$ cat config.mk
export PLATFORM = sky130hd
export DESIGN_NAME = ps2_mouse_decoder
export DESIGN_NICKNAME = d
export VERILOG_FILES = /design/src/rtl/ps2_mouse_pkg.sv /design/src/rtl/ps2_frame_rx.sv /design/src/rtl/ps2_mouse_decoder.sv
export SDC_FILE = /design/constraint.sdc
export NUM_CORES = 1
export LEC_CHECK = 0
export ABC_CLOCK_PERIOD_IN_PS = 4200
export BUFFER_PORTS_ARGS = -buffer_cell sky130_fd_sc_hd__buf_2
export CAP_MARGIN = 25
export CORE_ASPECT_RATIO = 1.1
export CORE_UTILIZATION = 40
export DETAILED_ROUTE_END_ITERATION = 8
export GPL_TIMING_DRIVEN = 0
export RECOVER_POWER = 50
export SETUP_SLACK_MARGIN = 0.1
export SKIP_CTS_REPAIR_TIMING = 1
export SYNTH_ARGS = -nofsm -noshare
export SYNTH_HDL_FRONTEND = slang
export SYNTH_SLANG_ARGS = --single-unit
$ cat constraint.sdc
create_clock -name clk -period 4.2 [get_ports clk]
set_input_delay 0.21 -clock clk [delete_from_list [all_inputs] [get_ports clk]]
set_output_delay 0.21 -clock clk [all_outputs]
set_load 0.1 [all_outputs]
$ cat src/rtl/ps2_mouse_pkg.sv
// Shared types and constants for the PS/2 mouse receiver and decoder.
// PS2_WHEEL_EN selects 4-byte IntelliMouse packets instead of 3-byte packets.
package ps2_mouse_pkg;

    typedef enum logic [1:0] {
        ST_IDLE,
        ST_DATA,
        ST_PARITY,
        ST_STOP
    } frame_state_e;

    // Byte 0 fields kept for decode; bit 3 is a sync marker only.
    typedef struct packed {
        logic       y_ovf;
        logic       x_ovf;
        logic       y_sign;
        logic       x_sign;
        logic [2:0] btn;
    } ps2_hdr_t;

    localparam int unsigned DIR_RIGHT = 0;
    localparam int unsigned DIR_LEFT  = 1;
    localparam int unsigned DIR_UP    = 2;
    localparam int unsigned DIR_DOWN  = 3;
    localparam int unsigned DIR_CLICK = 4;

`ifdef PS2_WHEEL_EN
    localparam int unsigned PKT_BYTES = 4;
`else
    localparam int unsigned PKT_BYTES = 3;
`endif
    localparam int unsigned IDX_W = 2;

    function automatic int unsigned timeout_cycles(input int unsigned clk_hz,
                                                   input int unsigned timeout_us);
        return (clk_hz / 1_000_000) * timeout_us;
    endfunction

endpackage

$ cat src/rtl/ps2_frame_rx.sv
// PS/2 line synchroniser, glitch filter, 11-bit frame receiver and inactivity timeout.
// byte_valid_c / frame_err_c are single-cycle strobes valid in the sampling cycle.
module ps2_frame_rx
    import ps2_mouse_pkg::*;
#(
    parameter int unsigned FILT_LEN    = 4,
    parameter int unsigned TIMEOUT_CYC = 100_000
) (
    input  logic       clk,
    input  logic       reset_n,
    input  logic       ps2_clk,
    input  logic       ps2_data,
    input  logic       pkt_busy,
    output logic       byte_valid_c,
    output logic [7:0] byte_data,
    output logic       frame_err_c
);

    localparam int unsigned FW = $clog2(FILT_LEN);
    localparam int unsigned CW = $clog2(TIMEOUT_CYC + 1);

    // Bit 0 is the clock line, bit 1 the data line.
    logic [1:0]    sync1, sync2, filt;
    logic [FW-1:0] flt_cnt [2];
    logic          clk_prev;
    logic          strobe, sdata, timeout_hit;

    frame_state_e  state_q, state_d;
    logic [2:0]    bit_cnt;
    logic [7:0]    shift_q;
    logic          parity_q;
    logic [CW-1:0] to_cnt;

    always_ff @(posedge clk or negedge reset_n) begin
        if (!reset_n) begin
            sync1    <= '1;
            sync2    <= '1;
            filt     <= '1;
            clk_prev <= 1'b1;
            for (int i = 0; i < 2; i++) flt_cnt[i] <= '0;
        end else begin
            sync1    <= {ps2_data, ps2_clk};
            sync2    <= sync1;
            clk_prev <= filt[0];
            // A filtered line flips only after FILT_LEN consecutive differing samples.
            for (int i = 0; i < 2; i++) begin
                if (sync2[i] == filt[i]) begin
                    flt_cnt[i] <= '0;
                end else if (flt_cnt[i] == FW'(FILT_LEN - 1)) begin
                    filt[i]    <= sync2[i];
                    flt_cnt[i] <= '0;
                end else begin
                    flt_cnt[i] <= flt_cnt[i] + FW'(1);
                end
            end
        end
    end

    assign strobe      = clk_prev & ~filt[0];
    assign sdata       = filt[1];
    assign timeout_hit = (to_cnt == CW'(TIMEOUT_CYC)) &&
                         ((state_q != ST_IDLE) || pkt_busy) && !strobe;
    assign byte_data   = shift_q;

    always_ff @(posedge clk or negedge reset_n) begin
        if (!reset_n) begin
            state_q <= ST_IDLE;
        end else begin
            state_q <= state_d;
        end
    end

    always_comb begin
        state_d      = state_q;
        byte_valid_c = 1'b0;
        frame_err_c  = 1'b0;
        if (strobe) begin
            case (state_q)
                ST_IDLE: begin
                    if (!sdata) state_d = ST_DATA;
                    else        frame_err_c = 1'b1;
                end
                ST_DATA: begin
                    if (bit_cnt == 3'd7) state_d = ST_PARITY;
                end
                ST_PARITY: state_d = ST_STOP;
                ST_STOP: begin
                    state_d = ST_IDLE;
                    if ((^shift_q ^ parity_q) && sdata) byte_valid_c = 1'b1;
                    else                                frame_err_c  = 1'b1;
                end
                default: state_d = ST_IDLE;
            endcase
        end else if (timeout_hit) begin
            state_d     = ST_IDLE;
            frame_err_c = 1'b1;
        end
    end

    // Shift register, parity capture and saturating inactivity counter.
    always_ff @(posedge clk or negedge reset_n) begin
        if (!reset_n) begin
            bit_cnt  <= '0;
            shift_q  <= '0;
            parity_q <= 1'b0;
            to_cnt   <= '0;
        end else begin
            if (strobe) begin
                to_cnt <= '0;
            end else if (to_cnt != CW'(TIMEOUT_CYC)) begin
                to_cnt <= to_cnt + CW'(1);
            end
            if (strobe) begin
                case (state_q)
                    ST_IDLE: bit_cnt <= '0;
                    ST_DATA: begin
                        shift_q <= {sdata, shift_q[7:1]};
                        bit_cnt <= bit_cnt + 3'd1;
                    end
                    ST_PARITY: parity_q <= sdata;
                    default: ;
                endcase
            end
        end
    end

endmodule

$ cat src/rtl/ps2_mouse_decoder.sv
// PS/2 mouse packet assembler and decoder on top of ps2_frame_rx.
// Define PS2_WHEEL_EN for 4-byte wheel packets and the wheel output.
module ps2_mouse_decoder
    import ps2_mouse_pkg::*;
#(
    parameter int unsigned CLK_HZ     = 50_000_000,
    parameter int unsigned FILT_LEN   = 4,
    parameter int unsigned TIMEOUT_US = 2000,
    parameter int unsigned DEAD_ZONE  = 0
) (
    input  logic       clk,
    input  logic       reset_n,
    input  logic       ps2_clk,
    input  logic       ps2_data,
    output logic       pkt_valid,
    output logic [2:0] buttons,
    output logic [8:0] dx,
    output logic [8:0] dy,
    output logic       x_ovf,
    output logic       y_ovf,
    output logic [4:0] dir,
    output logic       frame_err
`ifdef PS2_WHEEL_EN
    ,
    output logic [3:0] wheel
`endif
);

    localparam int unsigned TIMEOUT_CYC = timeout_cycles(CLK_HZ, TIMEOUT_US);

    logic             byte_valid_c, frame_err_c;
    logic [7:0]       byte_data;
    logic [IDX_W-1:0] idx;
    ps2_hdr_t         hdr_q;
    logic [7:0]       b1_q;
`ifdef PS2_WHEEL_EN
    logic [7:0]       b2_q;
`endif
    logic             byte0_bad, last_byte;
    logic [8:0]       dx_d, dy_d;
    logic [4:0]       dir_d;
    logic signed [9:0] dx_s, dy_s, dz_pos, dz_neg;

    ps2_frame_rx #(
        .FILT_LEN    (FILT_LEN),
        .TIMEOUT_CYC (TIMEOUT_CYC)
    ) u_rx (
        .clk          (clk),
        .reset_n      (reset_n),
        .ps2_clk      (ps2_clk),
        .ps2_data     (ps2_data),
        .pkt_busy     (idx != '0),
        .byte_valid_c (byte_valid_c),
        .byte_data    (byte_data),
        .frame_err_c  (frame_err_c)
    );

    // Decode of the packet completed by the current byte; compared at 10 bits so -256 holds.
    always_comb begin
        byte0_bad = byte_valid_c && (idx == '0) && !byte_data[3];
        last_byte = byte_valid_c && (idx == IDX_W'(PKT_BYTES - 1));
        dx_d      = {hdr_q.x_sign, b1_q};
`ifdef PS2_WHEEL_EN
        dy_d      = {hdr_q.y_sign, b2_q};
`else
        dy_d      = {hdr_q.y_sign, byte_data};
`endif
        dx_s      = {dx_d[8], dx_d};
        dy_s      = {dy_d[8], dy_d};
        dz_pos    = 10'(DEAD_ZONE);
        dz_neg    = -dz_pos;
        dir_d     = '0;
        if (hdr_q.x_ovf) begin
            dir_d[DIR_RIGHT] = ~dx_d[8];
            dir_d[DIR_LEFT]  = dx_d[8];
        end else begin
            dir_d[DIR_RIGHT] = dx_s > dz_pos;
            dir_d[DIR_LEFT]  = dx_s < dz_neg;
        end
        if (hdr_q.y_ovf) begin
            dir_d[DIR_UP]   = ~dy_d[8];
            dir_d[DIR_DOWN] = dy_d[8];
        end else begin
            dir_d[DIR_UP]   = dy_s > dz_pos;
            dir_d[DIR_DOWN] = dy_s < dz_neg;
        end
        dir_d[DIR_CLICK] = hdr_q.btn[0] | hdr_q.btn[1];
    end

    always_ff @(posedge clk or negedge reset_n) begin
        if (!reset_n) begin
            idx       <= '0;
            hdr_q     <= '0;
            b1_q      <= '0;
`ifdef PS2_WHEEL_EN
            b2_q      <= '0;
            wheel     <= '0;
`endif
            pkt_valid <= 1'b0;
            frame_err <= 1'b0;
            buttons   <= '0;
            dx        <= '0;
            dy        <= '0;
            x_ovf     <= 1'b0;
            y_ovf     <= 1'b0;
            dir       <= '0;
        end else begin
            pkt_valid <= 1'b0;
            frame_err <= frame_err_c | byte0_bad;
            if (frame_err_c || byte0_bad) begin
                idx <= '0;
            end else if (last_byte) begin
                idx       <= '0;
                pkt_valid <= 1'b1;
                buttons   <= hdr_q.btn;
                dx        <= dx_d;
                dy        <= dy_d;
                x_ovf     <= hdr_q.x_ovf;
                y_ovf     <= hdr_q.y_ovf;
                dir       <= dir_d;
`ifdef PS2_WHEEL_EN
                wheel     <= byte_data[3:0];
`endif
            end else if (byte_valid_c) begin
                if (idx == '0)              hdr_q <= ps2_hdr_t'({byte_data[7:4], byte_data[2:0]});
                else if (idx == IDX_W'(1))  b1_q  <= byte_data;
`ifdef PS2_WHEEL_EN
                else                        b2_q  <= byte_data;
`endif
                idx <= idx + IDX_W'(1);
            end
        end
    end

endmodule

==> results of run 1 <==
-- through the flow --
| stage | instances | hold slack (ps) | worst slack (ps) |
|---|---|---|---|
| 3_3_place_gp | 446 | 315 | 1210 |
| 6_report | 466 | 358 | 1240 |
| 4_1_cts | 463 | -171 | 1170 |
| 5_1_grt | 466 | 365 | 1030 |
| 3_5_place_dp | 447 | 213 | 1190 |
| 2_1_floorplan | 299 | -85.6 | 1590 |
-- synth_stat cells (2+ instances only) --
| cell | instances |
|---|---|
| dfrtp_1 | 80 |
| mux2_2 | 42 |
| nand2_1 | 22 |
| nor2_1 | 20 |
| ha_1 | 14 |
| inv_1 | 14 |
| o21ai_0 | 13 |
| xor2_1 | 11 |
| dfstp_2 | 7 |
| nand4_1 | 7 |
| a21oi_1 | 5 |
| nand3_1 | 5 |
| clkbuf_1 | 4 |
| xnor2_1 | 4 |
| and2_1 | 3 |
| nor2b_1 | 3 |
| nor3_1 | 3 |
| o22ai_1 | 3 |
| or3_1 | 3 |
| a31o_2 | 2 |
| a32o_1 | 2 |
| and3_1 | 2 |
| and4_1 | 2 |
| buf_2 | 2 |
| buf_4 | 2 |
| buf_6 | 2 |
| mux2_1 | 2 |
| nand2b_1 | 2 |
| nor4_1 | 2 |
| nor4b_4 | 2 |
| nor4bb_1 | 2 |
-- registers in the layout (all words and copies together) (netlist names), 4 cells and up --
register / cells
b1_q: 8
dir: 5
u_rx.to_cnt: 17
dy: 8
hdr_q: 5
u_rx.flt_cnt: 4
u_rx.byte_data: 8
dx: 8
-- area by class of cell --
class	count	area (um^2)
buffer	10	61.3
clock buffer	13	159
clock inverter	3	17.5
fill	799	4710
inverter	14	52.6
multi-input combinational	188	1500
sequential	87	2190
tap	114	143
timing repair buffer	37	216
-- power by group through the flow --
stage	combinational, uW	clock [uW]	sequential (uW)
finish	477	529	999
global route	543	591	1010
CTS	488	553	1000
detailed placement	484	0	1020
global placement	469	0	1020
floorplan	364	0	1020
-- cells by family after synthesis --
group	after synthesis	synth area share
compound gates	29	0.0464
xor+xnor	17	0.0447
fa+ha+maj	14	0.0460
buf+inv	24	0.0303
flops	87	0.574
mux	45	0.133
simple gates	83	0.125
-- routing by layer --
metal	share of wire	global-route usage	vias up
met1	0.46	0.174	1159
li1	-	-	1130
met5	0	0	-
met2	0.49	0.242	33
met4	0.016	0.0714	0
met3	0.026	0.0292	8
-- path summary, 6_finish.rpt --
| kind | cells past startpoint | end | slack [ps] | from |
|---|---|---|---|---|
| max in group asynchronous | 2 | u_rx.to_cnt[15] | 1970 | reset_n |
| worst max register to register | 8 | dy[7] | 1240 | u_rx.byte_data[0] |
| worst min register to register | 0 | u_rx.sync2[0] | 360 | u_rx.sync1[0] |
| worst max-delay path | 8 | dy[7] | 1240 | u_rx.byte_data[0] |
| worst min-delay path | 0 | u_rx.sync2[0] | 360 | u_rx.sync1[0] |
| min in group asynchronous | 2 | buttons[0] | 1020 | reset_n |
==> run summary, run 1 <==
The cell internal power dissipation is 1370 uW. The largest fanout of any net on the critical path was 10; the site row count was 36. The fraction of layout cells with a size suffix above 1 came out at 0.293. Summed over all layers, the routed wires come to 6.44 mm.

The completed layout was analyzed and its total power is 2010 uW. The kind of launch point of the worst setup path was a flop. The combinational cell fraction of total power is 0.238. The overall die height is 104 um, and the vias per cell is 5.00.

Overall die width: 95.0 um. The flow ran to the end, but the final reports show violations. Counting flops and latches in the post-synthesis netlist gives 87.

The H-tree was split into 3 levels. Once layout is done, the placed cells without fillers occupy 0.00434 mm^2. For the worst setup path, the data required time is 4430 ps. The detail route stage leaves a number of antenna-violating nets equal to 0. The tools report the core area as 0.00905 mm^2.

The tools report the final hold violation count as 0. The initial antenna violation count was 0; the number of DRC violations after detailed-routing iteration 0 was 46. Leading cell type in the layout, fill and taps excluded: dfrtp_1. The sequential share of power is 0.498. In the post-synthesis netlist, the biggest area contributors are dfrtp_1 53%, mux2_2 12%, dfstp_2 4.8%. Leakage power total: 0.00210 uW. The first TritonRoute pass finished after 4 iterations. Portion of synthesized cell area occupied by the leading cell type: 0.526. TritonCTS built the clock tree. The run gives 0 as the number of endpoints failing setup at the final stage.

After technology mapping, the gate count stands at 299. The library cells used most frequently in the layout, excluding fill and tap cells, are 80 x dfrtp_1, 42 x mux2_2, 29 x buf_2. The logs give 0.174 mV for the maximum resistive drop on vdd and 317 for the total nets after synthesis. Counting along the longest clock path gives a buffer depth of 2.

The final reports fail on max-capacitance violations, max-slew violations. Summing all placed instances gives a cell area of 0.00414 mm^2. Setup repair after global routing left no endpoint under its margin.

The TritonCTS buffer count was 9; the mapped cell area was 0.00380 mm^2. The clock drives 87 sinks. The first global-routing pass estimated 11.1 mm of wire.

The max-slew violation count is 37, and the proportion of synthesized chip area in sequential cells is 0.574. The tools report the final clock skew as 10.4 ps. In this run, synthesis inferred 0 flip-flops with an integrated enable. The clock network power share was 0.264. For the number of violations of the max-capacitance limit, the log shows 1. Worst-case headroom to the max-slew limit: -0.415. The average instance in the mapped netlist occupies 12.7 um^2.

In this run, distinct cell masters in the synthesized netlist total 43. For this run, the leading register cell type out of synthesis is dfrtp_1. Share of synthesized registers carrying an async set or reset: 1.00. For this run, the post-layout net count is 365. The clock period minus final worst setup slack was 2960 ps; the count of pins on the block boundary was 34.

Cell with the biggest individual delay on the critical path: nor4b_4. The final core utilization came out at 0.479. At the end of routability-driven placement, the weighted congestion stood at 0.795. During placement, the flow inserted port buffers numbering 33. At the later pin of the worst-skew pair, clock insertion delay measures 340 ps. The tools report the cell at the root of the clock tree as clkbuf_8.

Adding up every negative setup slack in the final design gives 0 ps. The count of vias placed by the detailed router came out at 2330. Clock-pin slew was measured on the worst setup and hold paths at 80 ps. The Yosys step of the flow raised 0 warnings. The number of global-route vias before repair was 2358; the sum of overflow across all layers after global routing was 0. Among cell families on the critical path, the largest total delay comes from simple AND/OR/NAND/NOR gates. The net switching component of the power was 638 uW; the DRC violations left was 0. For the effective utilization at floorplan, the log shows 0.420.

The longest individual stage delay on the worst path came out at 630 ps. The combined global-route utilization of all metal layers was 0.145. The kind of end point of the critical path was a flop. At the worst endpoint, the arrival time is 3190 ps. Entering global routing, the biggest net connects 52 pins.

For this design the ratio of total power to cell area is 462 mW/mm^2. The worst-margin pin slew is 2120 ps, and the combined buffer and inverter count along the critical path is 2. The worst setup path is of the reg2reg kind. The most area-hungry cell type in the Yosys netlist is dfrtp_1.

The total die area was 0.00991 mm^2; the placed wire-length estimate was 4.51 mm. Timing would allow up to 0.338 GHz. The switching power as a share of total power is 0.318, and the antenna diode instance count is 0. Relative to the synthesized area, the layout overhead comes to 14.0%. The wire length per cell after detailed routing came out at 13.8 um.

The tightest min-delay check is of the reg2reg type. Walking the worst path, the cells encountered are inv_1, ha_1, xnor3_1, xnor2_2, nand4_4, nor4b_4, buf_6, mux2_2. The period utilization was 0.705.
Power figures use the tool's default switching activity.
==> run 2, diff against run 1 <==
--- a/config.mk
+++ b/config.mk
@@ -5,7 +5,7 @@
 export SDC_FILE = /design/constraint.sdc
 export NUM_CORES = 1
 export LEC_CHECK = 0
-export ABC_CLOCK_PERIOD_IN_PS = 4200
+export ABC_CLOCK_PERIOD_IN_PS = 2560
 export BUFFER_PORTS_ARGS = -buffer_cell sky130_fd_sc_hd__buf_2
 export CAP_MARGIN = 25
 export CORE_ASPECT_RATIO = 1.1
==> constraint.sdc (replaced) <==
create_clock -name clk -period 2.56 [get_ports clk]
set_input_delay 0.128 -clock clk [delete_from_list [all_inputs] [get_ports clk]]
set_output_delay 0.128 -clock clk [all_outputs]
set_load 0.1 [all_outputs]
==> run summary, run 2 (synthesized netlist as in run 1, its figures left out) <==
The flow ran to the end, but the final reports show violations. The final reports fail on negative setup slack. Setup violations remaining at the end of the flow were counted as 34. The number of cell instances on the worst register-to-register path is 9. Leaving out fill and tap cells, the most frequent cell in the layout is dfrtp_1. The tools report the source-to-sink clock delay at the later pin of the worst-skew pair as 350 ps.

Setup total negative slack on the finished layout was measured at -3760 ps. Number of detailed-route iterations in the first pass: 4. For this run the aggregate overflow at the end of global routing stands at 0.

The worst hold path was traced through 0 stages. The max-slew violation count was 0. Wire length per cell after detailed routing: 14.4 um. STA classifies the critical path startpoint as a flop. The count of vias placed by the detailed router was 2426; the DRC violations left was 0.

The kind of cell with the highest combined delay along the critical path is XOR/XNOR gates. TritonCTS built the clock tree. The endpoint of the worst hold-timing path is u_rx.sync2[1]. The setup check on the worst reg-to-reg path leaves a slack of -140 ps. The run gives 0.761 as the final weighted congestion in routability-driven placement. Endpoint of the worst-slack reg-to-reg timing path: dx[6]. The cell count after placement came out at 447. Among all stages on the critical path, the largest delay is contributed by dfrtp_1. The die covers 0.00991 mm^2. The number of global-route vias before repair came out at 2300.

Ranked by flip-flop count, first place goes to u_rx.to_cnt. met2 is the most crowded layer. The met1 track demand over resource is 0.187. Of all nets on the critical path, the largest fanout is 10.

The site row count was 36; the vias per cell was 4.99. The core region is 0.00905 mm^2. The final core utilization was 0.513; the combined buffer and inverter count along the critical path was 3. Period utilization: 1.06. The effective utilization at floorplan was 0.420; the post-synthesis to final-layout area growth was 22.1%. At the pin with the least slew margin, the transition time is 1180 ps. The worst register-to-register path begins at u_rx.byte_data[4]. The run gives 0 as the antenna diode instance count. The design draws 3440 uW. Start point of the worst min-delay path: u_rx.sync1[1].

The count of nets left with antenna violations once routing finished came out at 0. The final clock skew is 14.9 ps, and the number of violations of the max-capacitance limit is 0. Entering global routing, the biggest net connects 50 pins. Buffers inserted during clock tree synthesis total 9.

The wire length after detailed routing is 7.00 mm. The first global-routing pass estimated 11.2 mm of wire. The run gives 4.60 mm as the placed wire-length estimate. Fraction of layout cells with a size suffix above 1: 0.360. After clock tree synthesis, the clock-pin slew on the worst setup and hold paths is 80 ps. In this run the static leakage power is 0.00226 uW. Setup repair after global routing could not meet its margin everywhere. The kind of end point of the critical path was a flop. The clock passes through at most 2 buffers. The worst-case headroom to the max-slew limit was 0.216; the clock period minus final worst setup slack was 2700 ps. The overall die height works out to 104 um. The worst-case IR drop observed on VDD is 0.400 mV.

The run gives 0.00464 mm^2 as the summed area of non-filler cells in the final layout. In this run the worst hold path is classified as reg2reg. For this design the ratio of total power to cell area is 741 mW/mm^2. During placement, the flow inserted port buffers numbering 33.

The achievable frequency was 0.370 GHz. The longest individual stage delay on the worst path was 420 ps; the overall die width was 95.0 um. The tools report the level count of the clock H-tree as 3. The top cell types in the final layout, fill and taps aside, are 78 x dfrtp_1, 34 x buf_2, 23 x mux2_2. The final hold violation count was 0; the initial antenna violation count was 0. The root buffer cell chosen for the clock tree is clkbuf_8.

The combined global-route utilization of all metal layers is 0.148. The run gives 0.0351 as the met3 layer usage reported by global route. The signal on the critical path passes through inv_1, ha_4, xnor3_1, xnor2_2, nand4_4, nor4b_4, buf_6, buf_8, mux2_2. The register with the most flip-flops in the layout has 17 of them.

The worst setup path is of the reg2reg kind. In this run the count of I/O pins placed on the die edge is 34. The run gives 2800 ps as the critical path required time.

The count of nets after finishing came out at 385. The arrival time at the worst endpoint came out at 2950 ps. The tools report the worst setup slack after layout as -141 ps. Excluding fillers, the count of instances in the completed layout stands at 486. The tools report the number of DRC violations after detailed-routing iteration 0 as 33.

The number of clock sinks is 87. The met2 track demand over resource in global routing is 0.239. Once placement finished, the instance area stood at 0.00416 mm^2.
-- run 2: cell types whose count changed in the layout (fill, tap and decap cells not counted), moves of 2 or more --
cell      previous run  this run
clkbuf_8            11         9
mux2_1               2         0
dfrtp_2              0         2
mux2_2              42        23
clkbuf_2             0         2
buf_4                2        17
buf_12               0         3
dfrtp_1             80        78
buf_2               29        34
clkbuf_1            12         7
mux2_4               0        21
-- run 2: layout make-up --
type	count	area, um^2
plain buffers	10	75.1
well taps	114	143
inverters	14	52.6
flip-flops and latches	87	2190
fillers	820	4410
multi-input cells	188	1600
repair buffers	57	400
clock inverters	4	48.8
clock buffers	12	135
-- run 2: through the flow --
stage               hold WS, ps  setup slack, ps
detailed placement          140             -438
floorplan                  -168            -54.4
CTS                        -253             -459
global placement            233             -458
global route                369             -252
finish                      359             -141
-- run 2: worst max-delay path by stage --
stage,start,to,slack [ps],cells after the start
4_1_cts,u_rx.byte_data[1],dy[5],-460,8
5_1_grt,u_rx.byte_data[4],dx[6],-250,9
3_3_place_gp,u_rx.byte_data[1],dy[1],-460,8
2_1_floorplan,u_rx.byte_data[1],dx[0],-50,8
6_report,u_rx.byte_data[4],dx[6],-140,9
3_5_place_dp,u_rx.byte_data[1],dx[0],-440,8
-- run 2: worst register-to-register path: stages, from the launching register on --
cell and delay, ps:
dfrtp_1 420, inv_1 100, ha_4 270, xnor3_1 410
xnor2_2 230, nand4_4 160, nor4b_4 320, buf_6 200
buf_8 160, mux2_2 330
-- run 2: routing by layer --
| layer | wire (um) | share of wire | vias to the layer above |
|---|---|---|---|
| li1 | - | - | 1174 |
| met1 | 3080 | 0.44 | 1205 |
| met2 | 3570 | 0.51 | 33 |
| met3 | 180 | 0.026 | 14 |
| met4 | 168 | 0.024 | 0 |
| met5 | 0 | 0 | - |
-- run 2: power breakdown --
group / leakage (uW) / switching (uW) / internal, uW
sequential: 0.00117 / 107 / 1530
combinational: 0.000995 / 502 / 384
clock: 0.0000943 / 469 / 451
